<file path="src/rtl/cpu_pkg.sv">
// Shared CPU definitions: ALU opcodes, register-address width and the
// reserved PC register index used by the pipeline stages.
package cpu_pkg;

  typedef enum logic [2:0] {
    ADD = 3'b000,
    SUB = 3'b001,
    AND = 3'b010,
    OR  = 3'b011,
    MOV = 3'b100
  } alu_op_t;

  localparam int          REG_ADDR_W = 4;
  localparam logic [3:0]  PC_REG     = 4'd15;
  localparam alu_op_t     BUBBLE_OP  = ADD;

endpackage

</file>
<file path="src/rtl/id_ex_stage_fwd_mux.sv">
// Operand forwarding select: MEM result beats WB result beats the stored
// register-file value; R15 (PC) is never forwarded.
module fwd_mux
  import cpu_pkg::*;
#(
  parameter int N    = 32,
  parameter int RA_W = REG_ADDR_W
) (
  input  logic [RA_W-1:0] ra,
  input  logic [N-1:0]    rd,
  input  logic            regwrite_m,
  input  logic [RA_W-1:0] wa_m,
  input  logic [N-1:0]    aluresult_m,
  input  logic            regwrite_w,
  input  logic [RA_W-1:0] wa_w,
  input  logic [N-1:0]    result_w,
  output logic [N-1:0]    y
);

  logic not_pc;
  logic hit_m;
  logic hit_w;

  assign not_pc = (ra != RA_W'(PC_REG));
  assign hit_m  = regwrite_m && (wa_m == ra) && not_pc;
  assign hit_w  = regwrite_w && (wa_w == ra) && not_pc;

  always_comb begin
    y = rd;
    if (hit_m) begin
      y = aluresult_m;
    end else if (hit_w) begin
      y = result_w;
    end
  end

endmodule

</file>
<file path="src/rtl/id_ex_stage.sv">
// ID/EX pipeline register with flush bubbles, stall hold + WB refresh, and
// MEM/WB operand forwarding. Optional perf counters: ID_EX_PERF_CNT_EN.
module id_ex_stage
  import cpu_pkg::*;
#(
  parameter int N    = 32,
  parameter int RA_W = REG_ADDR_W
) (
  input  logic            clk,
  input  logic            rst,
  input  logic            stall_i,
  input  logic            flush_i,
  input  logic            valid_d_i,
  input  logic [2:0]      opcode_d_i,
  input  logic [N-1:0]    rd1_d_i,
  input  logic [N-1:0]    rd2_d_i,
  input  logic [RA_W-1:0] ra1_d_i,
  input  logic [RA_W-1:0] ra2_d_i,
  input  logic [RA_W-1:0] wa_d_i,
  input  logic            regwrite_d_i,
  input  logic [RA_W-1:0] wa_m_i,
  input  logic            regwrite_m_i,
  input  logic [N-1:0]    aluresult_m_i,
  input  logic [RA_W-1:0] wa_w_i,
  input  logic            regwrite_w_i,
  input  logic [N-1:0]    result_w_i,
  output logic            valid_e_o,
  output logic [2:0]      opcode_e_o,
  output logic [N-1:0]    a_e_o,
  output logic [N-1:0]    b_e_o,
  output logic [RA_W-1:0] wa_e_o,
  output logic            regwrite_e_o,
  output logic [15:0]     stall_cnt_o,
  output logic [15:0]     flush_cnt_o
);

  logic            valid_q;
  logic [2:0]      opcode_q;
  logic [N-1:0]    rd1_q;
  logic [N-1:0]    rd2_q;
  logic [RA_W-1:0] ra1_q;
  logic [RA_W-1:0] ra2_q;
  logic [RA_W-1:0] wa_q;
  logic            regwrite_q;

  always_ff @(posedge clk) begin
    if (rst) begin
      valid_q    <= 1'b0;
      opcode_q   <= 3'b000;
      rd1_q      <= '0;
      rd2_q      <= '0;
      ra1_q      <= '0;
      ra2_q      <= '0;
      wa_q       <= '0;
      regwrite_q <= 1'b0;
    end else if (flush_i) begin
      valid_q    <= 1'b0;
      opcode_q   <= BUBBLE_OP;
      rd1_q      <= '0;
      rd2_q      <= '0;
      ra1_q      <= '0;
      ra2_q      <= '0;
      wa_q       <= '0;
      regwrite_q <= 1'b0;
    end else if (stall_i) begin
      // A WB write retiring during the stall would otherwise be lost once it
      // leaves the forwarding window, so fold it into the held operands.
      if (regwrite_w_i && (wa_w_i == ra1_q)) rd1_q <= result_w_i;
      if (regwrite_w_i && (wa_w_i == ra2_q)) rd2_q <= result_w_i;
    end else begin
      valid_q    <= valid_d_i;
      opcode_q   <= opcode_d_i;
      rd1_q      <= rd1_d_i;
      rd2_q      <= rd2_d_i;
      ra1_q      <= ra1_d_i;
      ra2_q      <= ra2_d_i;
      wa_q       <= wa_d_i;
      regwrite_q <= regwrite_d_i & valid_d_i;
    end
  end

  fwd_mux #(.N(N), .RA_W(RA_W)) u_fwd_a (
    .ra          (ra1_q),
    .rd          (rd1_q),
    .regwrite_m  (regwrite_m_i),
    .wa_m        (wa_m_i),
    .aluresult_m (aluresult_m_i),
    .regwrite_w  (regwrite_w_i),
    .wa_w        (wa_w_i),
    .result_w    (result_w_i),
    .y           (a_e_o)
  );

  fwd_mux #(.N(N), .RA_W(RA_W)) u_fwd_b (
    .ra          (ra2_q),
    .rd          (rd2_q),
    .regwrite_m  (regwrite_m_i),
    .wa_m        (wa_m_i),
    .aluresult_m (aluresult_m_i),
    .regwrite_w  (regwrite_w_i),
    .wa_w        (wa_w_i),
    .result_w    (result_w_i),
    .y           (b_e_o)
  );

  assign valid_e_o    = valid_q;
  assign opcode_e_o   = opcode_q;
  assign wa_e_o       = wa_q;
  assign regwrite_e_o = regwrite_q & valid_q;

`ifdef ID_EX_PERF_CNT_EN
  logic [15:0] stall_cnt_q;
  logic [15:0] flush_cnt_q;

  // Both counters saturate rather than wrap.
  always_ff @(posedge clk) begin
    if (rst) begin
      stall_cnt_q <= 16'h0000;
      flush_cnt_q <= 16'h0000;
    end else begin
      if (flush_i && (flush_cnt_q != 16'hFFFF)) begin
        flush_cnt_q <= flush_cnt_q + 16'd1;
      end
      if (stall_i && !flush_i && (stall_cnt_q != 16'hFFFF)) begin
        stall_cnt_q <= stall_cnt_q + 16'd1;
      end
    end
  end

  assign stall_cnt_o = stall_cnt_q;
  assign flush_cnt_o = flush_cnt_q;
`else
  assign stall_cnt_o = 16'h0000;
  assign flush_cnt_o = 16'h0000;
`endif

endmodule

</file>
<file path="config.mk">
export PLATFORM = sky130hd
export DESIGN_NAME = id_ex_stage
export DESIGN_NICKNAME = d
export VERILOG_FILES = /design/src/rtl/cpu_pkg.sv /design/src/rtl/id_ex_stage_fwd_mux.sv /design/src/rtl/id_ex_stage.sv
export SDC_FILE = /design/constraint.sdc
export NUM_CORES = 1
export LEC_CHECK = 0
export BUFFER_PORTS_ARGS = -buffer_cell sky130_fd_sc_hd__buf_2
export CORE_ASPECT_RATIO = 1.5
export CORE_MARGIN = 2
export CORE_UTILIZATION = 30
export CTS_CLUSTER_SIZE = 12
export DETAILED_ROUTE_END_ITERATION = 8
export MAX_ROUTING_LAYER = met4
export PLACE_DENSITY = 0.63
export SLEW_MARGIN = 5
export SYNTH_ARGS = -nofsm -noshare
export SYNTH_HDL_FRONTEND = slang
export SYNTH_SLANG_ARGS = --single-unit
</file>
<file path="constraint.sdc">
create_clock -name clk -period 2.1 [get_ports clk]
set_input_delay 0.525 -clock clk [delete_from_list [all_inputs] [get_ports clk]]
set_output_delay 0.525 -clock clk [all_outputs]
set_load 0.01 [all_outputs]
</file>
==> flow_metrics.tcl, run 1 <==
set metrics [dict create \
    synthCells 830 \
    wl_per_cell_um 19.9 \
    skew_ns 0.00607 \
    leakagePower_nw 3.51 \
    rsz0062_at_grt "yes" \
    r2r_cells 9 \
    use_met3_pct 2.96 \
    critPathArrivalTime_ns 1.97 \
    cts-htree-levels 3 \
    postRouteAntennaNets 0 \
    layout.cells.non_filler 1326 \
    crit_required_ns 1.57 \
    start_util_pct 30.7 \
    dp_hpwl_um 16600 \
    mappedNetlistArea_mm2 0.00611 \
    num_vias 7482 \
    cts_tree "done" \
    antenna_found_initial 1 \
    rows 63 \
    synth_cell_types 27 \
    slowest_delay_ns 0.38 \
    synth_edf_count 0 \
    die_x_um 120 \
    hold_viol_final 0 \
    period_minus_slack_ns 2.50 \
    regArea_mm2 0.00164 \
    core_area_mm2 0.0199 \
    synth.most_common_cell "a31oi_1" \
    numCtsBuffers 9 \
    cp.depth 7 \
    die_h_um 179 \
    violations "negative setup slack" \
    report.final.setup_viol 64 \
    min_path_type "in2reg" \
    cts_num_sinks 81 \
    async_flop_share_pct 0 \
    dpl_cell_area_mm2 0.00780 \
    synth_area_per_cell_um2 7.36 \
    maxSlewViolCount 0 \
    synth_common_cells "a31oi_1, dfxtp_1, clkbuf_1" \
    numPortBuffers 231 \
    worstSetupStartpointType "flop" \
    cp_top_family "compound AO/OA/AOI/OAI gates" \
    ys_top_cells_by_area "dfxtp_1, a31oi_1, nand3b_1, o211ai_1, nand2b_1" \
    die-area_mm2 0.0215 \
    synth_area_leader_cell "dfxtp_1" \
    setup_tns_ns -22.85 \
    layout_setup_ws_ns -0.398 \
    insertion_delay_ns 0.33 \
    holdPathStages 3 \
    final_nets 1218 \
    cts-root-buf "clkbuf_16" \
    multi_input_area_mm2 0.00460 \
    cpMaxStageDelayCell "dfxtp_4" \
    met2_usage_pct 42.5 \
    power.density_mw_per_mm2 485 \
    grt_pass1_vias 7025 \
    criticalPathCategory "reg2out" \
    dp.cells 1286 \
    tightest_slew_ns 1.01 \
    grt_max_degree 82 \
    holdBufCountCts 0 \
    cts_buffer_depth 2 \
    gp_congestion 0.826 \
    critPathMaxFanout 8 \
    boundaryPins 264 \
    finalCritPeriodShare_pct 119 \
    ir_drop_mv 0.295 \
    wirelength_um 26400 \
    synthFlopType "dfxtp_1" \
    crit_chain "xor2_4 -> a41o_4 -> buf_12 -> buf_16 -> nand3b_1 -> a31oi_1 -> buf_2" \
    grt_util_all_layers_pct 23.9 \
    fmax_ghz 0.400 \
    fin_area_mm2 0.00928 \
    dp_worst_setup_slack_ns -0.324 \
    areaGrowthSynthToFinish_pct 51.9 \
    drc 0 \
    synth_top_cell_area_share_pct 26.6 \
    fill_cells 1977 \
    synth.ff_latch_count 81 \
    drt_iter0_markers 374 \
    critPathCaptureType "output pin" \
    busiest_layer "met2" \
    status "complete, but fails checks" \
    drt_first_pass_iters 5 \
    synth-seq-area-share_pct 26.6 \
    yosysWarnings 0 \
    routed_via_density 5.64 \
    cp.buffers_inverters 3 \
    grt_pass1_wl_um 38700 \
    drv_cap 0 \
    grt.overflow.total 0 \
    drive_gt1_share_pct 39.9 \
    path_clk_slew_ns 0.06 \
    slew_headroom_pct 33.0 \
    gr-usage-met1_pct 25.8 \
]
## per-layer routing
| layer | wire length [um] | up-vias |
|---|---|---|
| li1 | - | 3520 |
| met3 | 1380 | 84 |
| met5 | 0 | - |
| met2 | 13800 | 328 |
| met4 | 1340 | 0 |
| met1 | 9860 | 3550 |
## power by group
group | internal [mW] | total [mW] | leakage (nW) | switching, mW
registers | 1.58 | 1.62 | 0.665 | 0.0388
clock network | 0.836 | 1.51 | 0.138 | 0.670
logic | 0.617 | 1.37 | 2.71 | 0.756
total | 3.04 | 4.50 | 3.51 | 1.47
## sequential cells by signal, indices dropped and copies added (netlist names)
name and count:
ra1_q 4, regwrite_q 1, rd1_q 32, opcode_e_o 3, wa_e_o 4, rd2_q 32, valid_e_o 1, ra2_q 4
## tightest hold or removal path: stages
cell,delay [ns]
buf_2,0.07
mux2i_1,0.05
nor2_1,0.07
## cells by family (layout without fill, tap and decap cells)
family	count (synthesis)	count (layout)	share of synthesized area, %
flip-flops	81	81	26.6
AND/OR/NAND/NOR	322	322	30.9
buffers and inverters	135	338	11.0
AO/OA/AOI/OAI	262	262	26.9
other	1	34	0.0614
XOR/XNOR	14	14	2.01
multiplexers	15	15	2.46
## cell usage in the layout, fill, tap and decap left out, drive strengths merged, types with 5 or more instances in the layout
cell type,synthesis,final
conb,1,32
dfxtp,81,81
mux2i,15,15
o21ai,64,64
nand3b,64,64
a31oi,128,128
nor2,19,19
nand2b,64,64
clkinv,0,5
xnor2,12,12
buf,70,320
or3,64,64
o211ai,64,64
clkbuf,65,11
nand2,32,32
nor3,64,64
## path summary, 6_finish.rpt
kind / from / end / slack [ns]
max reg2reg: ra1_q[3] / rd1_q[26] / 0.12
min: ra1_d_i[1] / ra1_q[1] / 0.42
max: ra1_q[2] / a_e_o[1] / -0.40
min reg2reg: wa_e_o[2] / wa_e_o[2] / 0.49
## stage by stage
| step | hold slack [ns] | power, mW | utilization (%) |
|---|---|---|---|
| finish | 0.419 | 4.50 | 46.7 |
| global route | 0.419 | 4.69 | 46.7 |
| CTS | 0.407 | 4.47 | 44.5 |
| floorplan | 0.468 | 2.25 | - |
| global placement | 0.475 | 2.72 | 39.3 |
| detailed placement | 0.482 | 2.73 | 39.3 |
## final cells by class
type                       instances  area share (%)
clock inverter                     6           0.472
antenna                            2          0.0539
multi-input combinational        645            49.6
sequential                        81            17.7
clock buffer                      10            2.58
timing repair buffer             322            26.0
tap                              260            3.51
## repair_timing
item,CTS,global route
endpoints found under the setup margin,64,85
buffers inserted,18,1
hold endpoints to repair,0,0
pin swaps,42,35
resized for setup,118,94
cloned,12,1
Power figures use the tool's default switching activity.
==> inputs of run 2 (changes only) <==
Settings changed: PLACE_DENSITY 0.63 to 0.61, SYNTH_HIERARCHICAL set to 1.
==> run 2 against run 1 <==
Compared with the run above: the flow still finishes with violations (negative setup slack); total power rose by 5.9%; flip-flop and latch count did not move; sequential power barely moved; combinational power rose by 23%; clock-buffer cell count fell by 1; cell area rose by 6.1%; register-to-register slack improved by 0.05 ns; largest cell class unchanged.
==> flow_metrics.tcl, run 2 <==
set metrics [dict create \
    criticalPathCategory "reg2out" \
    synthCells 802 \
    mostFrequentLayoutCells "buf_2, mux2i_1, dfxtp_1" \
    wl_per_cell_um 22.0 \
    antenna_found_initial 4 \
    routed_via_density 5.40 \
    grt.overflow.total 0 \
    insertion_delay_ns 0.36 \
    die_x_um 130 \
    hold_ws_ns 0.404 \
    power.density_mw_per_mm2 484 \
    r2r_cells 6 \
    synth_edf_count 0 \
    regToRegSetupSlack_ns 0.17 \
    numCtsBuffers 9 \
    start_util_pct 30.7 \
    grt_pass1_vias 7221 \
    fmax_ghz 0.397 \
    dp_hpwl_um 19900 \
    r2r-end "rd2_q[6]" \
    wirelength_um 30100 \
    hold_end "ra1_q[0]" \
    postRouteAntennaNets 0 \
    grt_pass1_wl_um 42200 \
    status "complete, but fails checks" \
    tightest_slew_ns 0.719 \
    crit_start "ra2_q[0]" \
    critPathMaxFanout 10 \
    synth_common_cells "dfxtp_1, mux2i_1, a21oi_1" \
    final_nets 1204 \
    rows 68 \
    synth_compound_area_share_pct 32.5 \
    fin_util_pct 42.5 \
    synthFlopType "dfxtp_1" \
    synthAdderAreaFrac_pct 0 \
    synth_area_leader_cell "dfxtp_1" \
    mappedNetlistArea_mm2 0.00710 \
    cts_num_sinks 81 \
    grt_max_degree 41 \
    synth_top_cell_area_share_pct 22.8 \
    die_h_um 192 \
    drv_cap 0 \
    maxSlewViolCount 0 \
    finalPower_mw 4.77 \
    period_minus_slack_ns 2.52 \
    ys_top_cells_by_area "dfxtp_1, mux2i_1, a211oi_2, a31oi_2, nand2b_1" \
    synth.ff_latch_count 81 \
    layout_setup_ws_ns -0.416 \
    synth.most_common_cell "dfxtp_1" \
    synthSimpleGateAreaFrac_pct 19.2 \
    cts-htree-levels 3 \
    areaGrowthSynthToFinish_pct 38.6 \
    holdPathStages 3 \
    grt_util_all_layers_pct 23.2 \
    core_area_mm2 0.0231 \
    reg_top3 "rd1_q x32, rd2_q x32" \
    drive_gt1_share_pct 51.4 \
    leakagePower_nw 3.97 \
    cts_buffer_depth 2 \
    timing.rr.start "ra2_q[1]" \
    worstSetupStartpointType "flop" \
    async_flop_share_pct 0 \
    cts_tree "done" \
    violations "negative setup slack" \
    rsz0062_at_grt "yes" \
    synth_area_per_cell_um2 8.85 \
    synth-seq-area-share_pct 22.8 \
    layout_commonest_cell "buf_2" \
    path_clk_slew_ns 0.06 \
    cts-root-buf "clkbuf_16" \
    synth_top_family_by_area "compound AO/OA/AOI/OAI gates" \
    gp_congestion 0.884 \
    skew_ns 0.0120 \
    critPathArrivalTime_ns 1.99 \
    ir_drop_mv 0.386 \
    setup_tns_ns -23.74 \
    min_path_type "in2reg" \
    boundaryPins 264 \
    finalCritPeriodShare_pct 120 \
    hold_viol_final 0 \
    drt_first_pass_iters 5 \
    min_from "ra1_d_i[0]" \
    crit_required_ns 1.57 \
    slew_headroom_pct 52.1 \
    yosysWarnings 6 \
    critPathCaptureType "output pin" \
    numPortBuffers 231 \
    report.final.setup_viol 64 \
    holdBufCountCts 0 \
    die-area_mm2 0.0249 \
    synth_cell_types 37 \
    synthXorXnorAreaFrac_pct 2.71 \
    num_vias 7388 \
    synth_mux_area_share_pct 11.1 \
    drt_iter0_markers 372 \
    drc 0 \
]
run 2: cell count changes in the layout (fill, tap and decap cells not counted), moves of 64 or more:
cell	previous run	this run
a21oi_1	1	65
o211ai_1	64	0
nand3b_1	64	0
mux2i_1	15	79
a31oi_1	110	4
or3_1	64	0
run 2: area by class of cell:
cell class	instances	area, um^2
Sequential cell	81	1640
Clock inverter	5	25.0
Antenna cell	4	10.0
Fill cell	2332	13300
Clock buffer	9	225
Timing Repair Buffer	324	2410
Tap cell	315	394
Multi-Input combinational cell	629	5130
run 2: how the worst max path moves through the flow:
| stage | to | slack [ns] | depth (start not counted) |
|---|---|---|---|
| floorplan | a_e_o[1] | 0.04 | 6 |
| global placement | a_e_o[9] | -0.41 | 7 |
| detailed placement | a_e_o[9] | -0.42 | 7 |
| CTS | b_e_o[18] | -0.41 | 7 |
| global route | b_e_o[5] | -0.47 | 7 |
| finish | b_e_o[1] | -0.42 | 7 |
run 2: kinds of logic (layout without fill, tap and decap cells):
group	after synthesis	count (layout)
compound gates	266	266
simple gates	230	230
buf+inv	123	338
flops	81	81
mux	79	79
xor+xnor	22	22
other cells	1	36
run 2: per-layer routing:
layer	track usage, %	wire, um	share of wire, %
met3	2.97	1550	5.1
met4	10.8	1240	4.1
met1	25.8	11600	39
met2	40.9	15700	52
met5	-	0	0
run 2: through the flow:
step | instance area, um^2 | setup slack (ns) | instances
finish | 9840 | -0.416 | 1367
global route | 9840 | -0.470 | 1367
CTS | 9460 | -0.407 | 1350
detailed placement | 8840 | -0.423 | 1330
global placement | 8840 | -0.413 | 1330
floorplan | 7230 | 0.0415 | 833
run 2: power by group:
group	leakage (nW)	switching (mW)	internal [mW]
registers	0.667	0.0364	1.60
clock network	0.130	0.664	0.777
logic	3.18	0.973	0.714
run 2: critical path, stage by stage, from the launching register on:
cell	delay, ns
dfxtp_4	0.36
buf_6	0.13
xnor2_2	0.14
and4_4	0.38
buf_12	0.18
nand3_2	0.08
a31oi_2	0.20
buf_2	0.16
run 2: timing repair:
action	CTS	global route
endpoints found under the setup margin	64	64
pin swaps	25	35
buffers inserted	3	4
gates cloned	3	9
gates resized for setup	76	32
==> inputs of run 3 (changes only) <==
Settings changed: PLACE_DENSITY 0.61 to unset.
==> run 3 against run 2 <==
Compared with the run above: the run still ends with negative setup slack left; wire length fell by 2.8%; clock power rose by 13%; critical path type is now in2out; highest routed layer unchanged; sequential share of layout area fell by 1.2 points.
==> flow_metrics.tcl, run 3 (synthesis results as in run 2) <==
set metrics [dict create \
    cpMaxStageDelayCell "a41o_2" \
    drc 0 \
    violations "negative setup slack" \
    status "complete, but fails checks" \
    layout.cells.non_filler 1378 \
    slew_headroom_pct 54.4 \
    drive_gt1_share_pct 54.9 \
    rows 68 \
    layout_commonest_cell "buf_2" \
    die-area_mm2 0.0249 \
    criticalPathCategory "in2out" \
    report.final.setup_viol 64 \
    die_x_um 130 \
    maxSlewViolCount 0 \
    cts_num_sinks 81 \
    reg_top3 "rd1_q x32, rd2_q x32" \
    grt_max_degree 33 \
    finalCritPeriodShare_pct 118 \
    drt_first_pass_iters 4 \
    dp_hpwl_um 19200 \
    final_nets 1212 \
    cts-htree-levels 3 \
    mostFrequentLayoutCells "buf_2, mux2i_1, dfxtp_1" \
    fill_cells 2254 \
    cts-root-buf "clkbuf_16" \
    antenna_found_initial 5 \
    critPathArrivalTime_ns 1.96 \
    drt_iter0_markers 404 \
    numPortBuffers 231 \
    critPathMaxFanout 16 \
    drv_cap 0 \
    numCtsBuffers 9 \
    rsz0062_at_grt "yes" \
    dpl_cell_area_mm2 0.00892 \
    grt_util_all_layers_pct 22.1 \
    insertion_delay_ns 0.35 \
    wl_per_cell_um 21.3 \
    num_vias 7477 \
    grt_pass1_vias 7350 \
    fmax_ghz 0.403 \
    tightest_slew_ns 0.684 \
    cts_tree "done" \
    fin_area_mm2 0.0106 \
    die_h_um 192 \
    hold_ws_ns 0.411 \
    areaGrowthSynthToFinish_pct 49.7 \
    postRouteAntennaNets 0 \
    core_area_mm2 0.0231 \
    routed_via_density 5.43 \
    grt_pass1_wl_um 40900 \
    power.density_mw_per_mm2 482 \
    path_clk_slew_ns 0.06 \
    period_minus_slack_ns 2.48 \
    crit_required_ns 1.57 \
    cts_buffer_depth 2 \
    finalPower_mw 5.12 \
    leakagePower_nw 4.15 \
    dp.cells 1337 \
    holdPathStages 3 \
    hold_viol_final 0 \
    layout_setup_ws_ns -0.382 \
    critPathCaptureType "output pin" \
    crit_chain "clkbuf_4 -> buf_4 -> a41o_2 -> clkbuf_16 -> o21ai_1 -> a31oi_4 -> buf_2" \
    grt.overflow.total 0 \
    worstSetupStartpointType "input pin" \
    r2r_cells 6 \
    wirelength_um 29300 \
    skew_ns 0.00842 \
    slowest_delay_ns 0.32 \
    ir_drop_mv 0.354 \
    min_path_type "in2reg" \
    boundaryPins 264 \
    start_util_pct 30.7 \
    fin_util_pct 45.9 \
    gp_congestion 0.846 \
]
==> run 3: what timing repair did <==
item                                    CTS  global route
setup buffers                            11             3
hold buffers                              0             0
endpoints found under the setup margin   64            64
pin swaps                                17            13
gates cloned                              4             5
gates resized for setup                 107           147
==> run 3: worst max-delay path: cells and delay by family <==
kind                   cells  cell delay, ns
AO/OA/AOI/OAI              3            0.71
buffers and inverters      4            0.71
==> run 3: final cells by class <==
cell class | instances | area [um^2] | area share, %
diodes | 5 | 12.5 | 0.118
clock buffers | 11 | 243 | 2.28
clock inverters | 5 | 55.1 | 0.518
multi-input cells | 629 | 5640 | 53.1
flip-flops and latches | 81 | 1650 | 15.5
well taps | 315 | 394 | 3.71
repair buffers | 332 | 2630 | 24.8
==> run 3: where the power goes <==
group | switching [mW] | total [mW] | internal (mW)
registers | 0.0432 | 1.64 | 1.60
clock network | 0.678 | 1.63 | 0.951
logic | 1.02 | 1.85 | 0.830
total | 1.74 | 5.12 | 3.38
==> run 3: final timing paths <==
path                 start            end  slack, ns
min reg2reg  opcode_e_o[1]  opcode_e_o[1]       0.49
min          opcode_d_i[0]  opcode_e_o[0]       0.41
max reg2reg       ra1_q[1]      rd1_q[16]       0.14
max              wa_w_i[3]       a_e_o[1]      -0.38
==> run 3: layer usage <==
metal	share of wire, %	wire, um	track usage [%]	vias up
met2	51	15000	37.9	330
met3	5.3	1550	2.94	81
met1	40	11800	25.9	3638
met5	0	0	-	-
li1	-	-	-	3428
met4	3.4	1010	8.97	0
==> run 3: through the flow <==
step           setup WS, ns  setup TNS, ns
2_1_floorplan        0.0415              0
3_3_place_gp         -0.394         -18.24
3_5_place_dp         -0.387         -19.71
4_1_cts              -0.362         -19.48
5_1_grt              -0.433         -25.38
6_report             -0.382         -20.56
